## src/rtl/free_list.sv

```systemverilog
// Physical-register free list for an R10000-style rename stage: circular tag FIFO
// with per-ROB-entry head checkpoints for single-cycle branch rollback.
module free_list #(
  parameter int NUM_PR   = 64,
  parameter int NUM_ARCH = 32,
  parameter int NUM_ROB  = 8,
  parameter int ZERO_PR  = 31,
  localparam int PR_W     = $clog2(NUM_PR),
  localparam int FL_DEPTH = NUM_PR - NUM_ARCH,
  localparam int ROB_W    = $clog2(NUM_ROB),
  localparam int CNT_W    = $clog2(FL_DEPTH + 1)
) (
  input  logic             clock,
  input  logic             reset,
  input  logic             en,
  input  logic             dispatch_en,
  input  logic [4:0]       dest_idx,
  input  logic [ROB_W-1:0] ROB_tail_idx,
  input  logic             retire_en,
  input  logic [PR_W-1:0]  Told_idx,
  input  logic             rollback_en,
  input  logic [ROB_W-1:0] ROB_rollback_idx,
  output logic [PR_W-1:0]  T_idx,
  output logic             free_valid,
  output logic [CNT_W-1:0] free_count
);

  localparam int IDX_W = $clog2(FL_DEPTH);
  localparam int PTR_W = IDX_W + 1;

  logic [PR_W-1:0]  fl_q   [FL_DEPTH];
  logic [PTR_W-1:0] ckpt_q [NUM_ROB];
  logic [PTR_W-1:0] head_q, head_d;
  logic [PTR_W-1:0] tail_q, tail_d;
  logic [PTR_W-1:0] head_after_pop;
  logic [IDX_W-1:0] head_idx, tail_idx;
  logic             pop, push, ckpt_wr, full;

  // Index wraps at FL_DEPTH-1 and toggles the wrap bit, so non-power-of-two depths also work.
  function automatic logic [PTR_W-1:0] ptr_inc(input logic [PTR_W-1:0] p);
    if (p[IDX_W-1:0] == IDX_W'(FL_DEPTH - 1))
      ptr_inc = {~p[PTR_W-1], {IDX_W{1'b0}}};
    else
      ptr_inc = p + PTR_W'(1);
  endfunction

  assign head_idx = head_q[IDX_W-1:0];
  assign tail_idx = tail_q[IDX_W-1:0];

  always_comb begin
    if (head_q[PTR_W-1] == tail_q[PTR_W-1])
      free_count = CNT_W'(tail_idx) - CNT_W'(head_idx);
    else
      free_count = CNT_W'(FL_DEPTH) - CNT_W'(head_idx) + CNT_W'(tail_idx);
  end

  assign free_valid = (free_count != '0);
  assign full       = (free_count == CNT_W'(FL_DEPTH));
  assign T_idx      = fl_q[head_idx];

  assign pop     = dispatch_en && (dest_idx != 5'd31) && free_valid && !rollback_en;
  // A push into a full list is dropped unless a same-cycle pop makes room.
  assign push    = retire_en && (Told_idx != PR_W'(ZERO_PR)) && !(full && !pop);
  assign ckpt_wr = dispatch_en && !rollback_en;

  assign head_after_pop = pop ? ptr_inc(head_q) : head_q;

  always_comb begin
    head_d = head_after_pop;
    tail_d = tail_q;
    if (rollback_en)
      head_d = ckpt_q[ROB_rollback_idx];
    if (push)
      tail_d = ptr_inc(tail_q);
  end

  always_ff @(posedge clock) begin
    if (!reset) begin
      head_q <= '0;
      tail_q <= PTR_W'(FL_DEPTH);
      for (int k = 0; k < FL_DEPTH; k++)
        fl_q[k] <= PR_W'(NUM_ARCH + k);
      for (int k = 0; k < NUM_ROB; k++)
        ckpt_q[k] <= '0;
    end else if (en) begin
      head_q <= head_d;
      tail_q <= tail_d;
      if (push)
        fl_q[tail_idx] <= Told_idx;
      if (ckpt_wr)
        ckpt_q[ROB_tail_idx] <= head_after_pop;
    end
  end

endmodule

```

## config.mk

```make
export PLATFORM = sky130hd
export DESIGN_NAME = free_list
export DESIGN_NICKNAME = d
export VERILOG_FILES = /design/src/rtl/free_list.sv
export SDC_FILE = /design/constraint.sdc
export NUM_CORES = 1
export LEC_CHECK = 0
export CAP_MARGIN = 20
export CELL_PAD_IN_SITES_DETAIL_PLACEMENT = 2
export CELL_PAD_IN_SITES_GLOBAL_PLACEMENT = 2
export CORE_MARGIN = 4
export CORE_UTILIZATION = 44
export DETAILED_ROUTE_END_ITERATION = 7
export HOLD_SLACK_MARGIN = 0.08
export PLACE_DENSITY_LB_ADDON = 0.1
export SLEW_MARGIN = 20
export SYNTH_ARGS = -nofsm -noshare
export SYNTH_HDL_FRONTEND = slang
export SYNTH_SLANG_ARGS = --single-unit
```

## constraint.sdc

```tcl
create_clock -name clock -period 3.6 [get_ports clock]
set_clock_uncertainty 0.1 [all_clocks]
set_input_delay 0.72 -clock clock [delete_from_list [all_inputs] [get_ports clock]]
set_output_delay 0.72 -clock clock [all_outputs]
set_load 0.02 [all_outputs]
```

# After elaboration in Yosys (flattened, before gate mapping)
# Memories as Yosys holds them, arrays and structs flattened. A register that Yosys moved wholly into a read port is not among the register bits.
# Index checks and enable logic that the tools add are counted.
# classes
n_div	0
n_eq_ne	6
muxes	22
shifts	0
magnitude_cmp	0
n_reduce_logical	14
bitwise_logic	2
n_mul	0
addsub	5
# ops
op	count
6-bit two-way mux	7
5-bit two-way mux	3
6-bit by 1-bit adder with 6-bit output, second input constant	2
6-bit OR reduction	2
1-bit two-way mux	11
5-bit equality test, second input constant	2
1-bit logical AND	7
6-bit by 5-bit adder with 6-bit output	1
6-bit equality test, second input constant	1
6-bit by 5-bit inequality test with 1-bit output, second input constant	1
6-bit nonzero test	1
5-bit by 5-bit subtractor with 6-bit output	1
6-bit by 5-bit subtractor with 6-bit output, first input constant	1
5-bit inequality test, second input constant	1
1-bit logical NOT	3
3-bit two-way mux	1
1-bit inverter	2
2-bit AND reduction	1
1-bit equality test	1
# totals
mem_bits_ro	0
output_inout_bits	13
n_memories	2
ram_bits	240
regBits	12
latch_bits	0
in_bits	23
elab_cells	53
# mem_list
memory	words	width	rd	rd_ports_with_merged_regs	write_ports	line_no	text
fl_q	32	6	1	1	32	31	logic [PR_W-1:0] fl_q [FL_DEPTH];
ckpt_q	8	6	1	0	8	32	logic [PTR_W-1:0] ckpt_q [NUM_ROB];

# Depth between registers and ports, before layout
# logic_depth
word_depth	16
mapped_depth	12
mapped_depth_nobuf	10

# Worst setup path before layout
# OpenSTA, ideal clock, no wires.
# synth_path
path_kind	reg2reg
from	reg head_q[2]
to	mem fl_q[12][0] (netlist name), enable pin
required_ns	3.123
setup_time_ns	0.377
path_stages_with_launch	11
t_arrival_ns	2.972
setup_slack_ns	0.151
synth_period_minus_slack_ns	3.449
cell_sequence	dfxtp_1 -> inv_1 -> ha_1 -> buf_2 -> nand2_1 -> or3_1 -> a311oi_4 -> nor4b_4 -> or3_1 -> clkbuf_1 -> o21ai_0
# synth_rtl
element	line_no	text
start, declared	33	logic [PTR_W-1:0] head_q, head_d;
start signal, assigned	79	head_q <= '0;
start signal, assigned	86	head_q <= head_d;
end, declared	31	

==> run summary <==
ROUTING
------------------------------------------------------------------------------------------
Antenna Nets Post-Route                                                                  0
Post-route DRC violation count                                                           0
Average vias per placed instance                                                      6.22
Routed wire length                                                                48600 um
Number of detailed-routing iterations run before antenna repair                          5
Routed via count                                                                      8949
Wirelength per Cell                                                                33.8 um
Initial detailed-routing violation count                                               841

DIE
------------------------------------------------------------------------------------------
Die X                                                                               174 um
Placement Rows                                                                          60
Die height                                                                          174 um
Ports placed on the boundary                                                            36
Starting Density                                                                     44.9%
Core footprint                                                                0.0271 sq mm
Full die area                                                                 0.0304 sq mm

TIMING
------------------------------------------------------------------------------------------
Final Hold Violating Endpoints                                                           0
Rel. slew slack                                                                      50.9%
Count of final max-slew check failures                                                   0
Maximum clock frequency                                                            276 MHz
Unrepaired setup endpoints after global routing                                       true
Actual slew at the worst max-slew pin                                             0.729 ns
Final cycle utilization of the critical path                                          101%
Post-route setup slack                                                          -0.0248 ns
Endpoints failing setup                                                                  1
Crit path time final                                                               3.62 ns

GRT
------------------------------------------------------------------------------------------
Antenna violations before repair                                                         4
Congestion Overflow GR                                                                   0
Number of global-route vias before repair                                             9931
Global-route usage over all layers                                                   31.7%
Wire length of the first global-routing pass                                      70500 um
Largest net degree at the start of global routing                                       30

WORST SETUP PATH
------------------------------------------------------------------------------------------
Biggest cell delay along the critical path                                         0.56 ns
Type of the setup path with the least slack                                   register to primary output
Req. time, crit path                                                               2.78 ns
Startpoint types                                                                  register
Crit path DAT                                                                      2.80 ns
Critical path capture point type                                              primary output
CP Cell Sequence                                                              buf_6 -> clkbuf_16 -> mux4_2 -> mux4_2 -> mux2_4 -> buf_6
Cell with the largest stage delay on the worst path                                 mux4_2
Crit Path Max Fanout                                                                     5

POWER AND IR DROP
------------------------------------------------------------------------------------------
Clock power frac                                                                     44.6%
Share of total power consumed by net switching                                       24.7%
VDD IR max                                                                        0.385 mV
Internal power                                                                     6.03 mW
Switching pwr                                                                      1.98 mW
PD cells                                                                       529 mW/mm^2
Sequential Power Share                                                               42.2%
Proportion of power drawn by combinational gates                                     13.2%
Cell leakage power                                                                 4.80 nW

CLOCKING
------------------------------------------------------------------------------------------
Clock edge transition at the registers on the reported setup and hold paths        0.06 ns
Clock Tree Root                                                                  clkbuf_16
Clock H-tree levels                                                                      1
# clock sinks                                                                          257
Worst-case clock buffer depth                                                            3
Number of buffers added by the clock tree synthesis step                                30
TritonCTS clock tree                                                                 built
Worst-skew pair later-pin latency                                                  0.56 ns

PLACE
------------------------------------------------------------------------------------------
Routability congestion estimate from global placement                                0.846
Port Buffer Count                                                                       35
HPWL after DPL                                                                    30500 um
Number of instances in the placed design                                              1371
Worst setup slack before clock tree synthesis                                     0.123 ns

LOGIC SYNTHESIS
------------------------------------------------------------------------------------------
Average footprint of a synthesized cell                                         13.3 sq um
Ranking of synthesized cells by area                                          edfxtp_1, mux4_2, nor2_1
Fraction of the mapped netlist area in compound gates                                4.09%
Share of synthesized cell area in full adder, half adder and majority cells          1.50%
Post-synth net total                                                                   951
Count of mapped cells out of synthesis                                                 914
Synthesized flop and latch total                                                       257
Post-synthesis cell type with the largest combined area                           edfxtp_1
Prevailing post-synth register cell                                               edfxtp_1
Fraction of synthesized area in multiplexers                                         15.1%
Yosys warns                                                                              0
Share of the synthesized area in the top cell type                                   59.2%
Main combinational cell family by area after synthesis                        multiplexers
Synth unique cells                                                                      57
Async set-or-reset flop fraction in the synthesized netlist                             0%
Number of synthesized flops with an enable pin                                         240
Syn Std Cell Area                                                             0.0122 sq mm
Post-Synth XOR/XNOR Area                                                            0.422%
Sequential share of the synthesized area                                             62.0%
Simple-gate share of the synthesized area                                            14.2%

WORST HOLD PATH
------------------------------------------------------------------------------------------
Tightest Hold Check Type                                                      register to register

CELLS AND AREA
------------------------------------------------------------------------------------------
Number of nets in the finished design                                                 1079
Share of post-route cells with drive strength above 1                                26.9%
Top library cells by usage in the layout, fill and taps aside                 edfxtp_1, nor2_1, nand2_1
Most frequent standard cell in the layout excluding fill and tap cells            edfxtp_1
Count of placed standard cells in the final layout, fillers left out                  1439
Synth-to-layout area growth                                                          24.3%

RUN STATUS
------------------------------------------------------------------------------------------
Violations in the final reports                                               negative setup slack
Outcome                                                                       finished, violations left

JOB
------------------------------------------------------------------------------------------
Total of max-cap violations                                                              0

[path summary, 6_finish.rpt]
path	from	endpoint	slack [ns]	cells after the start
worst min-delay path	tail_q[0]	tail_q[0]	0.48	2
worst max-delay path	register	T_idx[0]	-0.02	6
worst max register to register	tail_q[0]	fl_q[13][4]	0.09	12
worst min register to register	tail_q[0]	tail_q[0]	0.48	2
[cell families after synthesis]
group	Yosys count
fa+ha+maj	14
buf+inv	77
xor+xnor	5
compound gates	77
simple gates	395
mux	89
flops	257
[Yosys cell counts (7+ instances only)]
library cell / n
a21oi_1: 11
and3_1: 7
buf_2: 18
clkbuf_1: 30
dfxtp_1: 17
edfxtp_1: 240
ha_1: 13
inv_1: 19
mux2i_1: 8
mux4_2: 72
nand2_1: 148
nand3_1: 19
nor2_1: 164
nor3_1: 10
o21ai_0: 35
or3_1: 10
[stage by stage]
| step | area, sq um | hold WS, ns | power (mW) | setup TNS, ns | util [%] |
|---|---|---|---|---|---|
| 2_1_floorplan | 12200 | 0.403 | 3.93 | 0 | - |
| 3_3_place_gp | 13700 | 0.424 | 4.32 | 0 | 50.7 |
| 3_5_place_dp | 13700 | 0.487 | 4.37 | 0 | 50.7 |
| 4_1_cts | 15000 | 0.498 | 7.93 | -0.252 | 55.4 |
| 5_1_grt | 15100 | 0.521 | 8.20 | -0.245 | 55.8 |
| 6_report | 15100 | 0.477 | 8.00 | -0.0248 | 55.8 |
[state kept, by name, summed over array words and instances, names as in the netlist, named ones only]
| register | flops |
|---|---|
| fl_q | 192 |
| ckpt_q | 48 |
| head_q | 6 |
| tail_q | 6 |
[power by group through the flow]
stage	Combinational, mW	Clock [mW]	Sequential (mW)
after floorplan	0.519	0	3.41
after global placement	0.890	0	3.43
after detailed placement	0.932	0	3.44
after CTS	0.992	3.56	3.37
after global routing	1.09	3.73	3.38
final	1.05	3.57	3.38
[layer usage]
metal	vias up	global-route usage [%]	wire [um]
met5	-	0	13
met4	2	12.1	2150
met3	133	5.46	3350
met2	419	55.3	24800
met1	4739	39.7	18300
li1	3656	-	-
[layout make-up]
type | instances | area [sq um]
timing repair buffer | 153 | 1470
clock inverter | 20 | 359
fill | 2440 | 12000
multi-input combinational | 580 | 4420
inverter | 20 | 75.1
antenna | 1 | 2.50
sequential | 257 | 7550
tap | 372 | 465
clock buffer | 36 | 773
[worst max-delay path, delay by kind of cell (launching register included)]
family                 cells  cell delay (ns)
multiplexers               3             1.39
buffers and inverters      3             0.44
flip-flops                 1             0.41
[timing repair]
| action | in CTS | in global routing |
|---|---|---|
| cloned | 1 | 2 |
| resized for setup | 43 | 32 |
| setup buffers | 9 | 2 |
| setup endpoints to repair | 9 | 47 |
| hold buffers | 0 | 0 |
| pin swaps | 1 | 1 |
(Power assumes the default switching activity.)
